File: config.mk
export PLATFORM = sky130hd
export DESIGN_NAME = serial_adder
export DESIGN_NICKNAME = d
export VERILOG_FILES = /design/src/rtl/serial_arith_pkg.sv /design/src/rtl/full_adder_cell.sv /design/src/rtl/serial_adder.sv
export SDC_FILE = /design/constraint.sdc
export NUM_CORES = 1
export LEC_CHECK = 0
export ABC_AREA = 1
export CAP_MARGIN = 25
export CORE_MARGIN = 2
export CORE_UTILIZATION = 56
export DETAILED_ROUTE_END_ITERATION = 7
export HOLD_SLACK_MARGIN = 0.05
export PLACE_DENSITY = 0.83
export RECOVER_POWER = 25
export SYNTH_ARGS = -nofsm -noshare
export SYNTH_HDL_FRONTEND = slang
export SYNTH_HIERARCHICAL = 1
export SYNTH_SLANG_ARGS = --single-unit
File: constraint.sdc
create_clock -name clk -period 2.3 [get_ports clk]
set_clock_uncertainty 0.15 [all_clocks]
set_input_delay 0.46 -clock clk [delete_from_list [all_inputs] [get_ports clk]]
set_output_delay 0.46 -clock clk [all_outputs]
set_load 0.03 [all_outputs]
File: src/rtl/serial_arith_pkg.sv
// Shared definitions for the bit-serial arithmetic blocks.
//   state_e        : FSM encodings for the serial adder
//   DEFAULT_WIDTH  : default operand width
package serial_arith_pkg;

  localparam int DEFAULT_WIDTH = 8;

  typedef enum logic [1:0] {
    IDLE  = 2'd0,
    SHIFT = 2'd1,
    DONE  = 2'd2
  } state_e;

endpackage : serial_arith_pkg

File: src/rtl/full_adder_cell.sv
// One-bit combinational full adder.
//   a, b, cin : addend bits and carry in
//   s, cout   : sum bit and carry out (majority of the three inputs)
module full_adder_cell (
  input  logic a,
  input  logic b,
  input  logic cin,
  output logic s,
  output logic cout
);

  assign s    = a ^ b ^ cin;
  assign cout = (a & b) | (a & cin) | (b & cin);

endmodule : full_adder_cell

File: src/rtl/serial_adder.sv
// Bit-serial unsigned adder. Operands are captured on a start strobe and
// added LSB-first, one bit per clock, through a single full-adder cell.
//   clk, rst_n     : clock, asynchronous active-low reset
//   start          : request, taken when the FSM is not busy shifting
//   a, b           : WIDTH-bit operands, captured on the accepting edge
//   busy           : high while bits are being processed
//   done           : one-cycle pulse when sum/carry_out update
//   sum, carry_out : registered (a + b), held until the next completion
module serial_adder
  import serial_arith_pkg::*;
#(
  parameter int WIDTH = DEFAULT_WIDTH
) (
  input  logic             clk,
  input  logic             rst_n,
  input  logic             start,
  input  logic [WIDTH-1:0] a,
  input  logic [WIDTH-1:0] b,
  output logic             busy,
  output logic             done,
  output logic [WIDTH-1:0] sum,
  output logic             carry_out
);

  localparam int             CW   = $clog2(WIDTH + 1);
  localparam logic [CW-1:0]  LAST = CW'(WIDTH - 1);

  state_e           state_q;
  logic [WIDTH-1:0] a_sh_q, b_sh_q, acc_q, sum_q;
  logic [CW-1:0]    cnt_q;
  logic             c_q, carry_q, busy_q, done_q;

  logic             s_bit, c_nxt;
  logic [WIDTH-1:0] acc_d;

  full_adder_cell u_fa (
    .a    (a_sh_q[0]),
    .b    (b_sh_q[0]),
    .cin  (c_q),
    .s    (s_bit),
    .cout (c_nxt)
  );

  // New sum bit enters at the MSB so after WIDTH shifts bit 0 sits at the LSB.
  assign acc_d = {s_bit, acc_q[WIDTH-1:1]};

  always_ff @(posedge clk or negedge rst_n) begin
    if (!rst_n) begin
      state_q <= IDLE;
      a_sh_q  <= '0;
      b_sh_q  <= '0;
      acc_q   <= '0;
      sum_q   <= '0;
      cnt_q   <= '0;
      c_q     <= 1'b0;
      carry_q <= 1'b0;
      busy_q  <= 1'b0;
      done_q  <= 1'b0;
    end else begin
      case (state_q)
        // DONE falls back to IDLE, but a start seen on that edge is taken
        // directly so a held start yields one result every WIDTH+1 cycles.
        IDLE, DONE: begin
          done_q <= 1'b0;
          if (start) begin
            a_sh_q  <= a;
            b_sh_q  <= b;
            acc_q   <= '0;
            cnt_q   <= '0;
            c_q     <= 1'b0;
            busy_q  <= 1'b1;
            state_q <= SHIFT;
          end else begin
            state_q <= IDLE;
          end
        end
        SHIFT: begin
          a_sh_q <= a_sh_q >> 1;
          b_sh_q <= b_sh_q >> 1;
          acc_q  <= acc_d;
          c_q    <= c_nxt;
          cnt_q  <= cnt_q + CW'(1);
          if (cnt_q == LAST) begin
            sum_q   <= acc_d;
            carry_q <= c_nxt;
            busy_q  <= 1'b0;
            done_q  <= 1'b1;
            state_q <= DONE;
          end
        end
        default: begin
          busy_q  <= 1'b0;
          done_q  <= 1'b0;
          state_q <= IDLE;
        end
      endcase
    end
  end

  assign busy      = busy_q;
  assign done      = done_q;
  assign sum       = sum_q;
  assign carry_out = carry_q;

endmodule : serial_adder

* After elaboration in Yosys (flattened, before gate mapping)
Cells that the tools add are included.
** Storage, ports and cells
- Input port bits :: 19
- Word-level logic and storage cells :: 47
- Flip-flop bits (word level) :: 42
- Output and inout bits :: 11
** Operators by class
- $add $sub $neg :: 1
- Multiplexer cells :: 18
- Equal/unequal tests :: 5
- Reduce and logical (&&, ||, !) cells :: 6
- Bitwise logic cells :: 7
** Operators by type and width (count)
- 8-bit one-hot mux with 2 select lines :: 3
- 8-bit 2-to-1 mux :: 3
- 4-bit one-hot mux with 2 select lines :: 1
- 1-bit 2-to-1 mux :: 6
- 2-bit AND reduction :: 3
- 4-bit by 1-bit adder with 4-bit output, second input constant :: 1
- 4-bit by 3-bit equality test with 1-bit output, second input constant :: 1
- 4-bit 2-to-1 mux :: 1
- 2-bit inequality test, second input constant :: 2
- 1-bit one-hot mux with 2 select lines :: 2
- 2-bit one-hot mux with 2 select lines :: 1
- 1-bit bitwise AND :: 3
- 2-bit by 1-bit equality test with 1-bit output, second input constant :: 1
- 2-bit equality test, second input constant :: 1
- 2-bit zero test :: 1
- 2-bit 2-to-1 mux :: 1
- 1-bit OR :: 2
- 2-bit nonzero test :: 1
- 2-bit OR reduction :: 1
- 1-bit bitwise XOR :: 2

* Logic depth before layout (Yosys ltp)
Gate-level depths: netlist of run 1.
- Word-level depth :: 4
- Depth in mapped cells :: 8
- Depth with buffers taken out :: 7

* By module
Netlist of run 1, hierarchy kept.
** By module, submodules not included
- serial_adder :: area an instance 1754.2 µm², cells an instance 216, instances 1
- full_adder_cell :: area an instance 20.0 µm², cells an instance 1, instances 1

* Worst setup path before layout of run 1
No wires, ideal clock.
- Path type :: register to register
- Start point :: register state_q[1]
- End point :: register cnt_q[3]
- Library setup time :: 117 ps
- Data required time :: 2033 ps
- Setup slack :: 930 ps
- Stages on the path, launching flop included :: 8
- Arrival :: 1103 ps
- Period minus slack after synthesis :: 1370 ps
- Path through :: dfrtp_1 -> inv_1 -> nand2_2 -> nand2_2 -> inv_2 -> buf_4 -> nand2_1 -> nand2_1
** On the way
- Longest elaborated chain between the ends :: 4
- Elaborated cells between the ends (all ways) :: 8
- Classes of those cells :: eq/ne: 3; mux: 1; reduce/logical: 4
** RTL lines
- from (decl) :: line serial_adder.sv:28 : state_e state_q;
- from (signal assigned) :: line serial_adder.sv:49 : state_q <= IDLE;
- from (signal assigned) :: line serial_adder.sv:72 : state_q <= SHIFT;
- from (signal assigned) :: line serial_adder.sv:74 : state_q <= IDLE;
- 2-bit equality test / 2-bit zero test (equally long branches) :: line serial_adder.sv:60 : case (state_q)
- 2-bit OR reduction :: line serial_adder.sv:60
- 2-bit inequality test (no source line) / 2-bit nonzero test (equally long branches)
- 2-bit AND reduction (no source line)
- to (signal assigned) :: line serial_adder.sv:82 : cnt_q <= cnt_q + CW'(1);
- to (decl) :: line serial_adder.sv:30 : logic [CW-1:0] cnt_q;
Parallel ways exist; a longest one is shown, timed or not.
A chain may end at the register's enable or synchronous reset.

* Worst setup path in the final report of run 1
- Start point :: register busy_q (netlist: busy)
- End point :: output port busy
** RTL lines
- from (decl) :: line serial_adder.sv:31 : logic c_q, carry_q, busy_q, done_q;
- from (signal assigned) :: line serial_adder.sv:57 : busy_q <= 1'b0;
- from (signal assigned) :: line serial_adder.sv:71 : busy_q <= 1'b1;
- from (signal assigned) :: line serial_adder.sv:86 : busy_q <= 1'b0;
- to (decl) :: line serial_adder.sv:19 : output logic busy,
No word-level cell between the ends.

==> results of run 1 <==
==> logic make-up after synthesis <==
logic type | after synthesis
compound gates | 9
fa+ha+maj | 2
buf+inv | 34
flops | 40
simple gates | 132
==> layout by cell type (no fill, tap or decap), types with 2 or more instances in the layout <==
master           Yosys  layout
inv_2                2       2
o22ai_1              6       6
dfrtp_1             40      40
nand2_1            110     111
buf_4                5       2
nand2_2              3       2
nor2_1               2       2
a21oi_1              2       2
nand3_1             13      13
inv_1               26      26
dlygate4sd3_1        0       2
clkbuf_4             0       5
clkdlybuf4s50_1      0      27
==> flip-flops by register name, summed over array words and instances (netlist names) <==
register,flops
cnt_q,4
b_sh_q,8
carry_out,1
state_q,2
sum,8
c_q,1
a_sh_q,8
busy,1
acc_q,7
==> power by group <==
part | switching (mW) | internal, mW | total, mW
combinational | 0.784 | 0.478 | 1.26
sequential | 0.194 | 1.01 | 1.21
clock | 0.223 | 0.228 | 0.451
==> through the flow <==
step	cell area, um^2	util	std cells	power [mW]
after floorplan	1770	-	217	2.15
after global placement	2090	0.690	287	2.45
after detailed placement	2090	0.690	287	2.51
after CTS	2170	0.718	296	2.97
after global routing	2170	0.717	296	3.20
final	2170	0.717	296	2.92
==> per-layer routing <==
| layer | track usage | up-vias | routed length (um) |
|---|---|---|---|
| met1 | 0.245 | 628 | 1460 |
| met5 | 0 | - | 0 |
| met3 | 0.0649 | 6 | 133 |
| li1 | - | 723 | - |
| met2 | 0.357 | 30 | 1440 |
| met4 | 0.114 | 0 | 82 |
==> layout make-up <==
| cell class | count | area share |
|---|---|---|
| inverter | 28 | 0.0484 |
| sequential | 40 | 0.461 |
| tap | 44 | 0.0254 |
| multi-input combinational | 143 | 0.284 |
| timing repair buffer | 33 | 0.145 |
| clock inverter | 2 | 0.0161 |
| clock buffer | 6 | 0.0190 |
==> path summary, 6_finish.rpt <==
kind	cells after the start	to	start	slack (ns)
worst min-delay path	2	sum[6]	sum[6]	0.33
worst max register to register	5	a_sh_q[2]	state_q[0]	0.74
max in group asynchronous	3	b_sh_q[5]	rst_n	0.69
worst max-delay path	1	busy	busy	0.30
min in group asynchronous	3	sum[4]	rst_n	0.71
worst min register to register	2	sum[6]	sum[6]	0.33
==> results by group, run 1 <==
Clock tree
  • Clock buffer count from CTS: 5
  • Clock Sinks: 40
  • Postcts setup bufs: 0
  • H-Tree Depth: 2
  • Worst-path clk slew: 0.11 ns
  • Root buffer cell: clkbuf_4
  • Hold buffers post-CTS: 1
  • Clock buffer depth: 2
  • Clk_lat worst skew: roughly 0.35 ns
  • CTS tree: yes
  • Post_cts resized: 0

Setup path
  • Cell Chain, Critical Path: clkdlybuf4s50_1
  • Crit Path Category: register to output port
  • Crit path DAT: 1.39 ns
  • Crit. End Element: output port
  • WP data required: 1.69 ns
  • Bufs and invs on worst path: 1
  • Critical Path Fanout Max: 2
  • CP max stage delay: 0.67 ns
  • Slowest CP cell: clkdlybuf4s50_1
  • Crit path launch type: register
  • Top Family by Delay on Critical Path: buffers and inverters

Cells and area
  • Filler cells: 262
  • Post-layout nets: 272
  • Diode count: 0
  • Area of the multi-input gates: 617 um^2
  • Storage cell area: between 1000 and 1500 um^2
  • Layout cells sized above 1: 0.0714
  • Syn-to-layout area delta: 22.3%

Synth
  • Synth Area in Adders: 0.0183
  • Synth Area in XOR/XNOR: 0
  • Most used DFF post-synth: dfrtp_1
  • Cell taking the most area after synthesis: dfrtp_1
  • Post-synth top cells: 110 x nand2_1, 40 x dfrtp_1, 26 x inv_1
  • Async SR Flop Fraction: 1.00
  • Post-synthesis mux area share: 0
  • Largest family of logic cells by synthesized area: simple AND/OR/NAND/NOR gates
  • Top cells by area, synth: dfrtp_1 56%, nand2_1 23%, inv_1 5.5%
  • Post-synthesis sequential area ratio: 0.564
  • Number of synthesized flops with an enable pin: 0
  • Syn_nets: 238
  • Synthesized area per cell: a little over 8 um^2
  • Synth Area in Compound Gates: 0.0296
  • Post-synthesis sequential element count: 40
  • Post-synthesis simple-gate area fraction: 0.301
  • Gate Count Post-Synth: roughly 220
  • Area of the mapped netlist: 1770 um^2
  • Yosys warning count: 6
  • Most frequent cell after synthesis: nand2_1
  • Post-synth cell types: 18
  • Area share of the largest cell type after synthesis: 0.564

Routing
  • Vias per cell: 4.69
  • DRT Pass-1 Iters: 4
  • Antenna Nets Post-Route: 0
  • Post-Route WL: 3110 um
  • DRT iter0 DRCs: 27
  • Wirelength per Cell: 10.5 um
  • Vias: roughly 1400
  • # DRC: 0

STA
  • Worst Max-Slew Pin Slew: 0.957 ns
  • Setup WS post-layout: approximately 0.3 ns
  • Max-slew violations: 0
  • Hold_ws: 0.329 ns
  • Peak Freq: 500 MHz
  • Total negative slack: 0 ns
  • Final hold viol count: 0
  • Final Setup Violations: 0
  • Min Tclk post-route: 2.00 ns
  • Unrepaired setup endpoints after global routing: false
  • Final period util: 0.870
  • Slew margin rel.: 0.362

Outcome
  • Status: finished clean

Worst hold path
  • HP Class: register to register

Place
  • Gpl congestion: 0.809
  • Port bufs: 29
  • Post-DP HPWL: between 2000 and 2500 um
  • Place WS: about 0.44 ns

Die
  • Initial Utilization: 0.586
  • Die footprint: 3630 um^2
  • Num ports: 30
  • Core area: 3030 um^2
  • Die Y: roughly 60 um
  • Chip width: between 60 and 70 um
  • Placement Rows: 20

Power and ir drop
  • Maximum VDD drop: ~0.7 mV
  • Pwr dens: between 1000 and 1500 nW/um^2
  • LEAKAGE: 1.17 nW

GRT
  • Gr ovfl total: 0
  • First-pass GRT wire length: between 5000 and 6000 um
  • Initial antenna violation count: 0
  • Vias in the first global route: 1291
  • GR Util All Layers: 0.214
  • Largest net degree at the start of global routing: between 40 and 50

Run
  • MaxCap Viol Count: 0
Power figures use the tool's default switching activity.
==> run 2, diff against run 1 <==
Settings changed: CORE_ASPECT_RATIO set to 1.5.
==> results by group, run 2 (synthesized netlist as in run 1, its figures left out) <==
Clock tree
  • Clock Sinks: 40
  • Worst-path clk slew: around 0.080 ns
  • H-Tree Depth: 2
  • Clk_lat worst skew: 0.29 ns
  • Root buffer cell: clkbuf_8
  • Clock buffer count from CTS: 5
  • Post_cts resized: 0
  • CTS tree: yes
  • Clock buffer depth: 2
  • Hold buffers post-CTS: 0
  • Postcts setup bufs: 0

Routing
  • DRT iter0 DRCs: 32
  • Vias: 1379
  • # DRC: 0
  • DRT Pass-1 Iters: 4
  • Post-Route WL: 3020 um
  • Vias per cell: 4.76
  • Wirelength per Cell: 10.4 um
  • Antenna Nets Post-Route: 0

STA
  • Total negative slack: 0 ns
  • Slew margin rel.: 0.367
  • Max-slew violations: 0
  • Final period util: 0.838
  • Unrepaired setup endpoints after global routing: false
  • Min Tclk post-route: about 1.9 ns
  • Worst Max-Slew Pin Slew: ~0.95 ns
  • Peak Freq: roughly 520 MHz
  • Final Setup Violations: 0
  • Final hold viol count: 0

Power and ir drop
  • Maximum VDD drop: 0.766 mV
  • Pwr dens: 1350 nW/um^2
  • Pint: approximately 1.7 mW
  • Pwr Total: 2.93 mW
  • Comb power frac: 0.425
  • LEAKAGE: approximately 1.2 nW
  • Share of power burned in registers: 0.414
  • Switching power total: 1.21 mW
  • Clock power share: 0.161
  • Net Sw Frac: 0.412

Setup path
  • Cell Chain, Critical Path: clkdlybuf4s50_1
  • Slowest CP cell: clkdlybuf4s50_1
  • Crit path DAT: 1.32 ns
  • CP max stage delay: 0.67 ns
  • WP data required: approximately 1.7 ns
  • Crit Path Category: register to output port
  • Top Family by Delay on Critical Path: buffers and inverters
  • Bufs and invs on worst path: 1
  • Critical Path Fanout Max: 2
  • Crit. End Element: output port
  • Crit path launch type: register

Die
  • Num ports: 30
  • Chip width: 50.0 um
  • Initial Utilization: 0.573
  • Die footprint: 3640 um^2
  • Core area: slightly above 3000 um^2
  • Die Y: around 73 um
  • Placement Rows: 25

Cells and area
  • Layout cells sized above 1: 0.0760
  • Diode count: 0
  • Syn-to-layout area delta: 22.1%
  • Most common cell after layout, fill and taps aside: nand2_1
  • Most frequent cells in the layout: 110 x nand2_1, 40 x dfrtp_1, 28 x clkdlybuf4s50_1, 26 x inv_1, 13 x nand3_1
  • Post-layout nets: 270

GRT
  • Largest net degree at the start of global routing: 41
  • Vias in the first global route: around 1200
  • Gr ovfl total: 0
  • GR Util All Layers: 0.189
  • First-pass GRT wire length: 5110 um
  • Initial antenna violation count: 0

Place
  • Gpl congestion: 0.766
  • Post-DP HPWL: 2100 um
  • Port bufs: 29

Outcome
  • Status: finished clean

Run
  • MaxCap Viol Count: 0

Worst hold path
  • HP Class: primary input to async pin
-- run 2: final cells by class --
type / instances / area [um^2]
timing repair buffer: 31 / 298
fill: 252 / 931
multi-input combinational: 143 / 619
sequential: 40 / 1000
clock inverter: 2 / 10.0
inverter: 28 / 105
tap: 40 / 50.0
clock buffer: 6 / 82.6
-- run 2: stage by stage --
| step | utilization | std cells | setup WS (ns) | instance area, um^2 | hold slack, ns |
|---|---|---|---|---|---|
| detailed placement | 0.670 | 282 | 0.490 | 2080 | 0.308 |
| CTS | 0.700 | 290 | 0.364 | 2170 | 0.0829 |
| global placement | 0.670 | 282 | 0.521 | 2080 | 0.303 |
| global route | 0.699 | 290 | 0.335 | 2170 | 0.330 |
| finish | 0.699 | 290 | 0.372 | 2170 | 0.238 |
| floorplan | - | 217 | 0.930 | 1770 | 0.0144 |
-- run 2: routing by layer --
layer	up-vias	wire (um)	global-route usage	part of all wire
met4	0	66	0.0926	0.022
met3	7	104	0.0492	0.034
met2	29	1560	0.320	0.52
met5	-	0	0	0
met1	624	1290	0.223	0.43
li1	719	-	-	-
-- run 2: worst paths after layout --
check | to | startpoint | slack (ns) | cells past startpoint
worst max-delay path | done | state_q[1] | 0.37 | 1
worst min-delay path | state_q[1] | rst_n | 0.24 | 2
worst min register to register | sum[0] | sum[0] | 0.32 | 2
min in group clk | sum[0] | sum[0] | 0.32 | 2
max in group asynchronous | b_sh_q[0] | rst_n | 1.18 | 2
worst max register to register | sum[7] | state_q[1] | 0.67 | 6
-- run 2: power by group through the flow --
| stage | Clock [mW] | Combinational [mW] | Sequential, mW |
|---|---|---|---|
| after detailed placement | 0 | 1.27 | 1.22 |
| after floorplan | 0 | 0.792 | 1.36 |
| after global placement | 0 | 1.23 | 1.21 |
| after global routing | 0.512 | 1.42 | 1.25 |
| final | 0.472 | 1.25 | 1.21 |
| after CTS | 0.484 | 1.27 | 1.21 |
==> run 3, diff against run 2 <==
Settings changed: CORE_UTILIZATION 56 to 47, PLACE_DENSITY 0.83 to 0.74.
Clock period 2.3 ns to 1.6 ns, I/O delays scaled along.
==> results by group, run 3 (synthesized netlist as in run 1, its figures left out) <==
Outcome
  • Status: finished clean

STA
  • Slew margin rel.: 0.647
  • Peak Freq: 661 MHz
  • Final hold viol count: 0
  • Hold_ws: 0.317 ns
  • Worst Max-Slew Pin Slew: 0.530 ns
  • Total negative slack: 0 ns
  • Final Setup Violations: 0
  • Setup WS post-layout: 0.0877 ns
  • Min Tclk post-route: 1.51 ns
  • Final period util: 0.945
  • Max-slew violations: 0
  • Unrepaired setup endpoints after global routing: false

GRT
  • GR Util All Layers: 0.179
  • Gr ovfl total: 0
  • First-pass GRT wire length: 5550 um
  • Largest net degree at the start of global routing: 41
  • Vias in the first global route: around 1300
  • Initial antenna violation count: 0

Clock tree
  • Clock Sinks: 40
  • Root buffer cell: clkbuf_8
  • Worst-path clk slew: 0.08 ns
  • H-Tree Depth: 2
  • Clock buffer depth: 2
  • CTS tree: yes
  • Clk_lat worst skew: 0.29 ns
  • Clock buffer count from CTS: 5

Place
  • Place WS: 0.0141 ns
  • Cells after DPL: 289
  • Post-DP HPWL: around 2200 um
  • Gpl congestion: 0.699
  • DP Area: between 2000 and 2500 um^2
  • Port bufs: 29

Setup path
  • FF-to-FF Start: cnt_q[0]
  • Slowest CP cell: dlygate4sd2_1
  • R2r setup slk: between 0.2 and 0.25 ns
  • Bufs and invs on worst path: 1
  • CP max stage delay: 0.40 ns
  • R2r worst-path depth: 6
  • Top Family by Delay on Critical Path: buffers and inverters
  • Crit. End Element: output port
  • WP data required: 1.13 ns
  • Crit Path Category: register to output port
  • Critical Path Fanout Max: 2
  • Crit path launch type: register
  • Reg2reg end: sum[5]
  • Crit path DAT: 1.04 ns
  • Cell Chain, Critical Path: dlygate4sd2_1

Worst hold path
  • Worst hold stages: 2
  • Hold path start: sum[1]
  • HP Class: register to register
  • Hold EP: sum[1]

Cells and area
  • Layout cells sized above 1: 0.0902
  • Most common cell after layout, fill and taps aside: nand2_1
  • Post-layout nets: around 280
  • Final Instance Count excl. Fillers: 298
  • Most frequent cells in the layout: 110 x nand2_1, 40 x dfrtp_1, 26 x inv_1, 17 x clkdlybuf4s50_1, 13 x nand3_1
  • Diode count: 0
  • Syn-to-layout area delta: 26.5%
  • Fin area: 2240 um^2
  • Final core occ: 0.615

Power and ir drop
  • Pwr Total: 4.44 mW
  • Pwr dens: 1980 nW/um^2
  • Comb power frac: 0.408
  • Share of power burned in registers: 0.391
  • LEAKAGE: ~1.2 nW
  • Maximum VDD drop: around 1.1 mV
  • Net Sw Frac: 0.397
  • Clock power share: 0.201
  • Switching power total: 1.76 mW
  • Pint: about 2.7 mW

Die
  • Die Y: 79.3 um
  • Num ports: 30
  • Core area: 3650 um^2
  • Placement Rows: 27
  • Initial Utilization: 0.486
  • Chip width: 54.2 um
  • Die footprint: 4290 um^2

Routing
  • # DRC: 0
  • Antenna Nets Post-Route: 0
  • Vias: around 1400
  • Post-Route WL: 3090 um
  • Wirelength per Cell: between 10 and 15 um
  • DRT Pass-1 Iters: 4
  • DRT iter0 DRCs: 19
  • Vias per cell: 4.62

Run
  • MaxCap Viol Count: 0
run 3: metal layers:
layer | wire (um) | track usage | vias to the layer above
met3 | 116 | 0.0564 | 6
met2 | 1580 | 0.289 | 24
met4 | 66 | 0.0825 | 0
li1 | - | - | 729
met5 | 0 | 0 | -
met1 | 1330 | 0.209 | 619
run 3: timing repair:
action	CTS	global route
setup buffers	0	0
setup endpoints to repair	11	0
gates resized for setup	11	0
hold buffers	1	0
hold endpoints to repair	40	0
run 3: how the worst max path moves through the flow:
stage	start	cells past startpoint	to	slack, ns
final	sum[5]	1	sum[5]	0.09
after detailed placement	start	6	b_sh_q[1]	0.01
after CTS	sum[5]	1	sum[5]	0.07
after global routing	sum[3]	1	sum[3]	0.03
after floorplan	state_q[1]	7	cnt_q[3]	0.23
after global placement	start	6	b_sh_q[1]	0.05
run 3: layout make-up:
type | count | area [um^2]
Inverter | 28 | 105
Clock buffer | 7 | 96.3
Sequential cell | 40 | 1000
Tap cell | 43 | 53.8
Clock inverter | 1 | 30.0
Fill cell | 342 | 1400
Multi-Input combinational cell | 143 | 619
Timing Repair Buffer | 36 | 339
run 3: power groups by stage:
stage | clock network, mW | registers [mW] | logic [mW]
global placement | 0 | 1.74 | 1.86
global route | 0.950 | 1.80 | 2.10
detailed placement | 0 | 1.76 | 1.93
floorplan | 0 | 1.95 | 1.14
CTS | 0.908 | 1.74 | 1.85
finish | 0.894 | 1.74 | 1.81
run 3: worst register-to-register path, cell delays in order, from the launching register on:
cell     delay [ns]
dfrtp_1        0.43
ha_1           0.25
nand2_1        0.13
nor2_4         0.05
buf_4          0.16
nand3_1        0.06
nand2_1        0.06
